===== config.mk =====
export PLATFORM = sky130hd
export DESIGN_NAME = thermo_code_gen
export DESIGN_NICKNAME = d
export VERILOG_FILES = /design/src/rtl/thermo_code_gen.sv
export SDC_FILE = /design/constraint.sdc
export NUM_CORES = 1
export LEC_CHECK = 0
export BUFFER_PORTS_ARGS = -buffer_cell sky130_fd_sc_hd__buf_2
export CORE_MARGIN = 3
export CORE_UTILIZATION = 30
export CTS_CLUSTER_DIAMETER = 200
export CTS_CLUSTER_SIZE = 24
export DETAILED_ROUTE_END_ITERATION = 7
export SLEW_MARGIN = 10
export SYNTH_ARGS = -nofsm -noshare
export SYNTH_HDL_FRONTEND = slang
export SYNTH_SLANG_ARGS = --single-unit

===== constraint.sdc =====
create_clock -name clk -period 2.89 [get_ports clk]
set_input_delay 0.1445 -clock clk [delete_from_list [all_inputs] [get_ports clk]]
set_output_delay 0.1445 -clock clk [all_outputs]
set_load 0.02 [all_outputs]

===== src/rtl/thermo_code_gen.sv =====
// thermo_code_gen
//   Binary-to-thermometer code generator used to stimulate the TDC
//   thermometer encoder during calibration and self-test. A code is loaded
//   through a valid/ready port, or a full 0..2**BIN_W-1 ramp is generated on
//   sweep_start. Each code is held valid for HOLD_CYCLES cycles.
//
//   Optional feature macro: THERMO_BUBBLE_EN
//     When defined, bubble_en/bubble_pos inject a single inverted bit into the
//     registered thermometer word on each code update (bin_echo stays clean).
//
// Ports
//   clk           clock, rising edge
//   rst           asynchronous active-high reset
//   in_valid      load request
//   in_ready      load accept (combinational)
//   in_bin        code to load, sampled on handshake
//   bubble_en     bubble injection enable        (THERMO_BUBBLE_EN only)
//   bubble_pos    bit position to invert          (THERMO_BUBBLE_EN only)
//   sweep_start   single-cycle ramp request
//   sweep_busy    high while the ramp is running
//   sweep_done    one-cycle pulse after the last ramp code
//   thermo        registered thermometer word
//   thermo_valid  high while a code is being held
//   bin_echo      binary code currently driven on thermo
//
// state | meaning
// ------+---------------------------------------------------------
// IDLE  | nothing held; accepts loads and sweep requests
// HOLD  | holding a loaded code until cnt reaches zero
// SWEEP | stepping through every code, each held HOLD_CYCLES cycles

module thermo_code_gen #(
  parameter  int BIN_W       = 3,
  parameter  int HOLD_CYCLES = 4,
  localparam int THERMO_W    = 2**BIN_W
) (
  input  logic                clk,
  input  logic                rst,
  input  logic                in_valid,
  output logic                in_ready,
  input  logic [BIN_W-1:0]    in_bin,
`ifdef THERMO_BUBBLE_EN
  input  logic                bubble_en,
  input  logic [BIN_W-1:0]    bubble_pos,
`endif
  input  logic                sweep_start,
  output logic                sweep_busy,
  output logic                sweep_done,
  output logic [THERMO_W-1:0] thermo,
  output logic                thermo_valid,
  output logic [BIN_W-1:0]    bin_echo
);

  localparam int CNT_W = $clog2(HOLD_CYCLES + 1);
  localparam logic [CNT_W-1:0] CNT_RELOAD = CNT_W'(HOLD_CYCLES - 1);
  localparam logic [BIN_W-1:0] CODE_MAX   = {BIN_W{1'b1}};

  typedef enum logic [1:0] {IDLE, HOLD, SWEEP} state_t;

  state_t              state, state_nxt;
  logic [CNT_W-1:0]    cnt, cnt_nxt;
  logic                valid_nxt, done_nxt;
  logic                load_code;
  logic [BIN_W-1:0]    code_sel;
  logic [THERMO_W-1:0] thermo_nxt;

  function automatic logic [THERMO_W-1:0] decode(input logic [BIN_W-1:0] code);
    logic [THERMO_W-1:0] t;
    t = '0;
    for (int i = 0; i < THERMO_W; i++) begin
      t[i] = (i <= int'(code));
    end
    return t;
  endfunction

  // Optional fault injection applied to the freshly decoded word only, so the
  // held value does not get re-inverted on every cycle.
  function automatic logic [THERMO_W-1:0] shape(input logic [THERMO_W-1:0] t);
    logic [THERMO_W-1:0] r;
    r = t;
`ifdef THERMO_BUBBLE_EN
    if (bubble_en && (bubble_pos != '0)) begin
      r[bubble_pos] = ~t[bubble_pos];
    end
`else
    r = t;
`endif
    return r;
  endfunction

  // rst is folded in so nothing is accepted while reset is asserted.
  assign in_ready   = (state == IDLE) && !sweep_start && !rst;
  assign sweep_busy = (state == SWEEP);

  always_comb begin
    state_nxt = state;
    cnt_nxt   = cnt;
    valid_nxt = thermo_valid;
    done_nxt  = 1'b0;
    load_code = 1'b0;
    code_sel  = bin_echo;
    case (state)
      IDLE: begin
        if (sweep_start) begin
          load_code = 1'b1;
          code_sel  = '0;
          valid_nxt = 1'b1;
          cnt_nxt   = CNT_RELOAD;
          state_nxt = SWEEP;
        end else if (in_valid && in_ready) begin
          load_code = 1'b1;
          code_sel  = in_bin;
          valid_nxt = 1'b1;
          cnt_nxt   = CNT_RELOAD;
          state_nxt = HOLD;
        end
      end
      HOLD: begin
        if (cnt != '0) begin
          cnt_nxt = cnt - CNT_W'(1);
        end else begin
          valid_nxt = 1'b0;
          state_nxt = IDLE;
        end
      end
      SWEEP: begin
        if (cnt != '0) begin
          cnt_nxt = cnt - CNT_W'(1);
        end else if (bin_echo != CODE_MAX) begin
          load_code = 1'b1;
          code_sel  = bin_echo + BIN_W'(1);
          cnt_nxt   = CNT_RELOAD;
        end else begin
          valid_nxt = 1'b0;
          done_nxt  = 1'b1;
          state_nxt = IDLE;
        end
      end
      default: begin
        valid_nxt = 1'b0;
        state_nxt = IDLE;
      end
    endcase
    thermo_nxt = load_code ? shape(decode(code_sel)) : thermo;
  end

  always_ff @(posedge clk or posedge rst) begin
    if (rst) begin
      state        <= IDLE;
      cnt          <= '0;
      thermo       <= '0;
      thermo_valid <= 1'b0;
      bin_echo     <= '0;
      sweep_done   <= 1'b0;
    end else begin
      state        <= state_nxt;
      cnt          <= cnt_nxt;
      thermo       <= thermo_nxt;
      thermo_valid <= valid_nxt;
      bin_echo     <= code_sel;
      sweep_done   <= done_nxt;
    end
  end

endmodule


### Word level (Yosys, flattened, before mapping)

Cells that the tools add are included.

| word-level totals | value |
|---|---|
| flip-flop bits (word level) | 18 |
| bits of input ports | 7 |
| word-level logic and storage cells | 65 |

| cells by class | value |
|---|---|
| add/subtract/negate cells | 2 |
| $lt $le $gt $ge | 7 |
| eq/ne operators | 9 |
| mux-type cells | 31 |
| reduce and logical (&&, ||, !) cells | 10 |

Operator list:

| operator | number |
|---|---|
| 3-bit two-way mux | 9 |
| 3-bit less-or-equal comparator, first input constant | 4 |
| 1-bit two-way mux | 12 |
| 2-bit two-way mux | 5 |
| 3-bit case mux with 3 select lines | 1 |
| 2-bit != test, second input constant | 4 |
| 4-bit AND reduction | 2 |
| 2-bit by 3-bit less-or-equal comparator with 1-bit output, first input constant | 2 |
| 2-bit case mux with 3 select lines | 1 |
| 3-bit case mux with 2 select lines | 1 |
| 3-bit nonzero test | 2 |
| 3-bit by 1-bit adder with 3-bit output, second input constant | 1 |
| 1-bit by 3-bit less-or-equal comparator with 1-bit output, first input constant | 1 |
| 1-bit logical AND | 3 |
| 3-bit by 1-bit != test with 1-bit output, second input constant | 1 |
| 3-bit by 2-bit != test with 1-bit output, second input constant | 1 |
| 3-bit != test, second input constant | 1 |
| 1-bit case mux with 3 select lines | 1 |
| 3-bit by 1-bit subtractor with 3-bit output, second input constant | 1 |
| 2-bit by 1-bit equality test with 1-bit output, second input constant | 1 |
| 2-bit equality test, second input constant | 1 |
| 1-bit logical NOT | 2 |
| 2-bit logical NOT | 1 |
| 1-bit case mux with 2 select lines | 1 |

### Logic depth before layout (Yosys ltp)

| logic depth | value |
|---|---|
| depth in word-level cells | 8 |
| gate-level depth with buffers | 8 |
| mapped depth without buffers | 8 |

### Worst setup path before layout

Ideal clock, no wire load.

| path | value |
|---|---|
| kind | reg-to-reg |
| start | register state[0] |
| end | register cnt[0] |
| library setup time | 0.127 ns |
| data arrival time | 1.618 ns |
| path slack | 1.144 ns |
| stages on the path, launching flop included | 8 |
| buffers on the path | 1 |
| clock period less this slack | 1.746 ns |
| cell sequence | dfrtp_1 inv_1 ha_1 buf_2 a21o_1 a211oi_4 mux2i_1 a31oi_1 |

| between the ends | value |
|---|---|
| elaborated cells between the ends (all ways) | 12 |

RTL lines:

| item | line | RTL |
|---|---|---|
| start: declaration | 60 | `state_t state, state_nxt;` |
| start signal: assignment | 156 | `state <= state_nxt;` |
| 2-bit equality test (*) | - |  |
| via sweep_busy | 47 | `output logic sweep_busy,` |
| 3-bit by 1-bit != test with 1-bit output (no source line) / 3-bit nonzero test (equally long branches) | - |  |
| 4-bit AND reduction (no source line) | - |  |
| end signal: assignment | 157 | `cnt <= cnt_nxt;` |
| end: declaration | 61 | `logic [CNT_W-1:0] cnt, cnt_nxt;` |

Mark *: on every way through the listed nets, which the timed path passes. The rest lies on a longest branch.
A chain may end at the register's enable or synchronous reset.

### Worst setup path in the final report

| path | value |
|---|---|
| start | register cnt[0] |
| end | register thermo[2] |

| between the ends | value |
|---|---|
| word-level cells in the longest chain between the ends | 4 |
| elaborated cells between the ends (all ways) | 6 |

RTL lines:

| item | line | RTL |
|---|---|---|
| 3-bit nonzero test | 127 | `if (cnt != '0) begin` |
| 3-bit two-way mux | 127 |  |
| 3-bit case mux with 2 select lines | 102 | `case (state)` |
| via code_sel[1] | 64 | `logic [BIN_W-1:0] code_sel;` |
| 2-bit by 3-bit less-or-equal comparator with 1-bit output | 71 | `t[i] = (i <= int'(code));` |
| end signal: assignment | 158 | `thermo <= thermo_nxt;` |
| end: declaration | 49 | `output logic [THERMO_W-1:0] thermo,` |

The timed path passes the listed nets, and every way through them passes these cells.

==> metrics.txt <==
Mapped Cells=about 110; flop-to-flop setup slack=0.99 ns; Root Buffer=clkbuf_4; reg2reg start=cnt[0]; Final GP Congestion=0.795; Worst VDD drop=0.000393 V; CTS tree=yes; number of port buffers=21; DRC errors left=0; Die Wd=around 64 um; Starting Density=between 30% and 40%; Synthesized Nets=121; Final min period=1.90 ns; total CTS buffers=3; Core Region=3130 um^2; Critical Path End Type=flip-flop; Slew headroom=53.7%; Buf/Inv on CP=1; CP Max Fanout=6; Max Fclk=between 500 and 600 MHz; Post-CTS Hold Buffers=0; Post-synth EDFFs=0; largest net degree at the start of global routing=19; initial antenna violation count=0; fin nets=146; first-pass GRT wire length=3920 um; Setup Crit Path Kind=flip-flop to flip-flop; GRT Util Overall=about an eighth; layout cells sized above 1=23.8%; clk buf depth=2; hold slack=-0.0226 ns; Primary FF master, synth=dfrtp_1; post_cts resized=0; I/O pin count=22; Worst path top cell family by delay=adder cells; Filler cells=332; main area contributors after synthesis=dfrtp_1 45%, ha_1 10%, nor2_1 4.9%; antenna-violating nets left=0; die span in y=63.7 um; DRT iter0 DRCs=25; Worst path slowest cell=dfrtp_1; Vias=818; Data required, critical path=around 3.1 ns; status=complete, but fails checks; final wirelength=2230 um; total of max-cap violations=0; vias per cell=around 4.7; Post-Syn Area=1000 um^2; final worst-path cycle share=approximately 66%; Distinct cells, synth=25; CP cell instances=inv_1 -> ha_1 -> ha_1 -> nand2_1 -> o211ai_1 -> o221ai_2 -> nor3_1 -> nor2_1; CP Launch Type=flip-flop; Critical Path AT=2.10 ns; area grow syn2layout=19.1%; Seq cells post-synth=18; Max Slew Vio Count=0; Setup Skew=around 0.0016 ns; share of flip-flops with an asynchronous set or reset=100%; vias in the first global route=between 800 and 900; Diodes inserted=0; Seq. cell area=450 um^2; Worst Tran Pin Value=0.694 ns; Congestion Overflow GR=0; Final Hold Fails=18; failing checks=negative hold slack; Final Cell Area=1190 um^2; DP Wirelength=1740 um; Avg Inst Size Synth=9.43 um^2; YS warnings=0; clk sinks=18; area leader, netlist=dfrtp_1; RSZ-0062 raised after global routing=no; reg2reg end=thermo[2]; Synth top area share=45.1%; HP Class=input pin to asynchronous set/reset pin; sequential area share after synthesis=45.1%; clock latency on the worst-skew pair=around 0.3 ns; DR pass1 iterations=4; Multi-input gate area=503 um^2; Pwr Density=1010 nW/um^2; # Post-CTS Setup Buffers=0; H-tree depth=1; Crit path largest cell delay=0.41 ns; CTS clock-pin slew for the worst setup and hold paths=0.10 ns; R2R cell count=8; placed inst area=between 1000 and 1500 um^2; most numerous cell on the critical path=ha_1; die area=a little over 4000 um^2; Site Rows=20; count leader, synth=dfrtp_1; Setup TNS=0 ns; Pleak=0.596 nW; top cells by count, synth=18 x dfrtp_1, 13 x nor2_1, 11 x inv_1, 11 x nand2_1, 8 x ha_1; final count of negative-setup-slack endpoints=0; DR WL/cell=12.8 um
==> layer usage <==
layer	vias up	GRT usage [%]	wire [um]
li1	408	-	-
met1	392	14.8	1040
met2	14	21.1	1070
met3	4	1.96	80
met4	0	5.66	41
met5	-	0	0
==> placed cells by master (no fill, tap or decap), types with 2 or more instances in the layout <==
master	count
ha_1	8
a31oi_1	2
a21o_1	3
dfrtp_1	18
buf_2	21
inv_1	11
o21ai_0	7
nand3_1	4
a21oi_1	7
nor2_1	13
nand2_1	11
o211ai_1	2
mux2i_1	3
clkbuf_4	3
nand2b_1	5
==> report_power, final <==
part           switching (mW)  internal, mW
clock network          0.0809        0.0768
registers              0.0650         0.342
logic                   0.408         0.230
total                   0.553         0.650
==> cell type report <==
| cell class | instances | share of cell area (%) |
|---|---|---|
| repair buffers | 21 | 8.82 |
| well taps | 44 | 4.62 |
| multi-input cells | 76 | 42.2 |
| flip-flops and latches | 18 | 37.8 |
| clock buffers | 4 | 3.05 |
| inverters | 11 | 3.47 |
==> flip-flops by register name, summed over array words and instances (netlist names) <==
name,flops
bin_echo,3
cnt,3
state,2
sweep_done,1
thermo,8
thermo_valid,1
==> how the worst max path moves through the flow <==
stage	startpoint	to	depth (start not counted)
2_1_floorplan	state[0]	cnt[0]	7
3_3_place_gp	state[0]	thermo[2]	7
3_5_place_dp	cnt[0]	thermo[2]	8
4_1_cts	cnt[0]	thermo[2]	8
5_1_grt	cnt[0]	thermo[2]	8
6_report	cnt[0]	thermo[2]	8
==> kinds of logic after synthesis <==
group,Yosys count,synth area share [%]
simple gates,39,18.8
compound gates,26,18.5
buf+inv,12,4.63
flops,18,45.1
mux,3,3.00
fa+ha+maj,8,10.0
==> through the flow <==
step / setup slack [ns] / power, mW / utilization (%) / cells / hold slack, ns
final: 0.986 / 1.20 / 38.1 / 174 / -0.0226
after floorplan: 1.14 / 0.878 / - / 106 / 0.0831
after detailed placement: 0.981 / 1.06 / 36.9 / 170 / 0.342
after global routing: 0.798 / 1.32 / 38.1 / 174 / 0.0394
after global placement: 1.06 / 1.04 / 36.9 / 170 / 0.332
after CTS: 0.951 / 1.22 / 38.1 / 174 / 0.00739
Power figures use the tool's default switching activity.
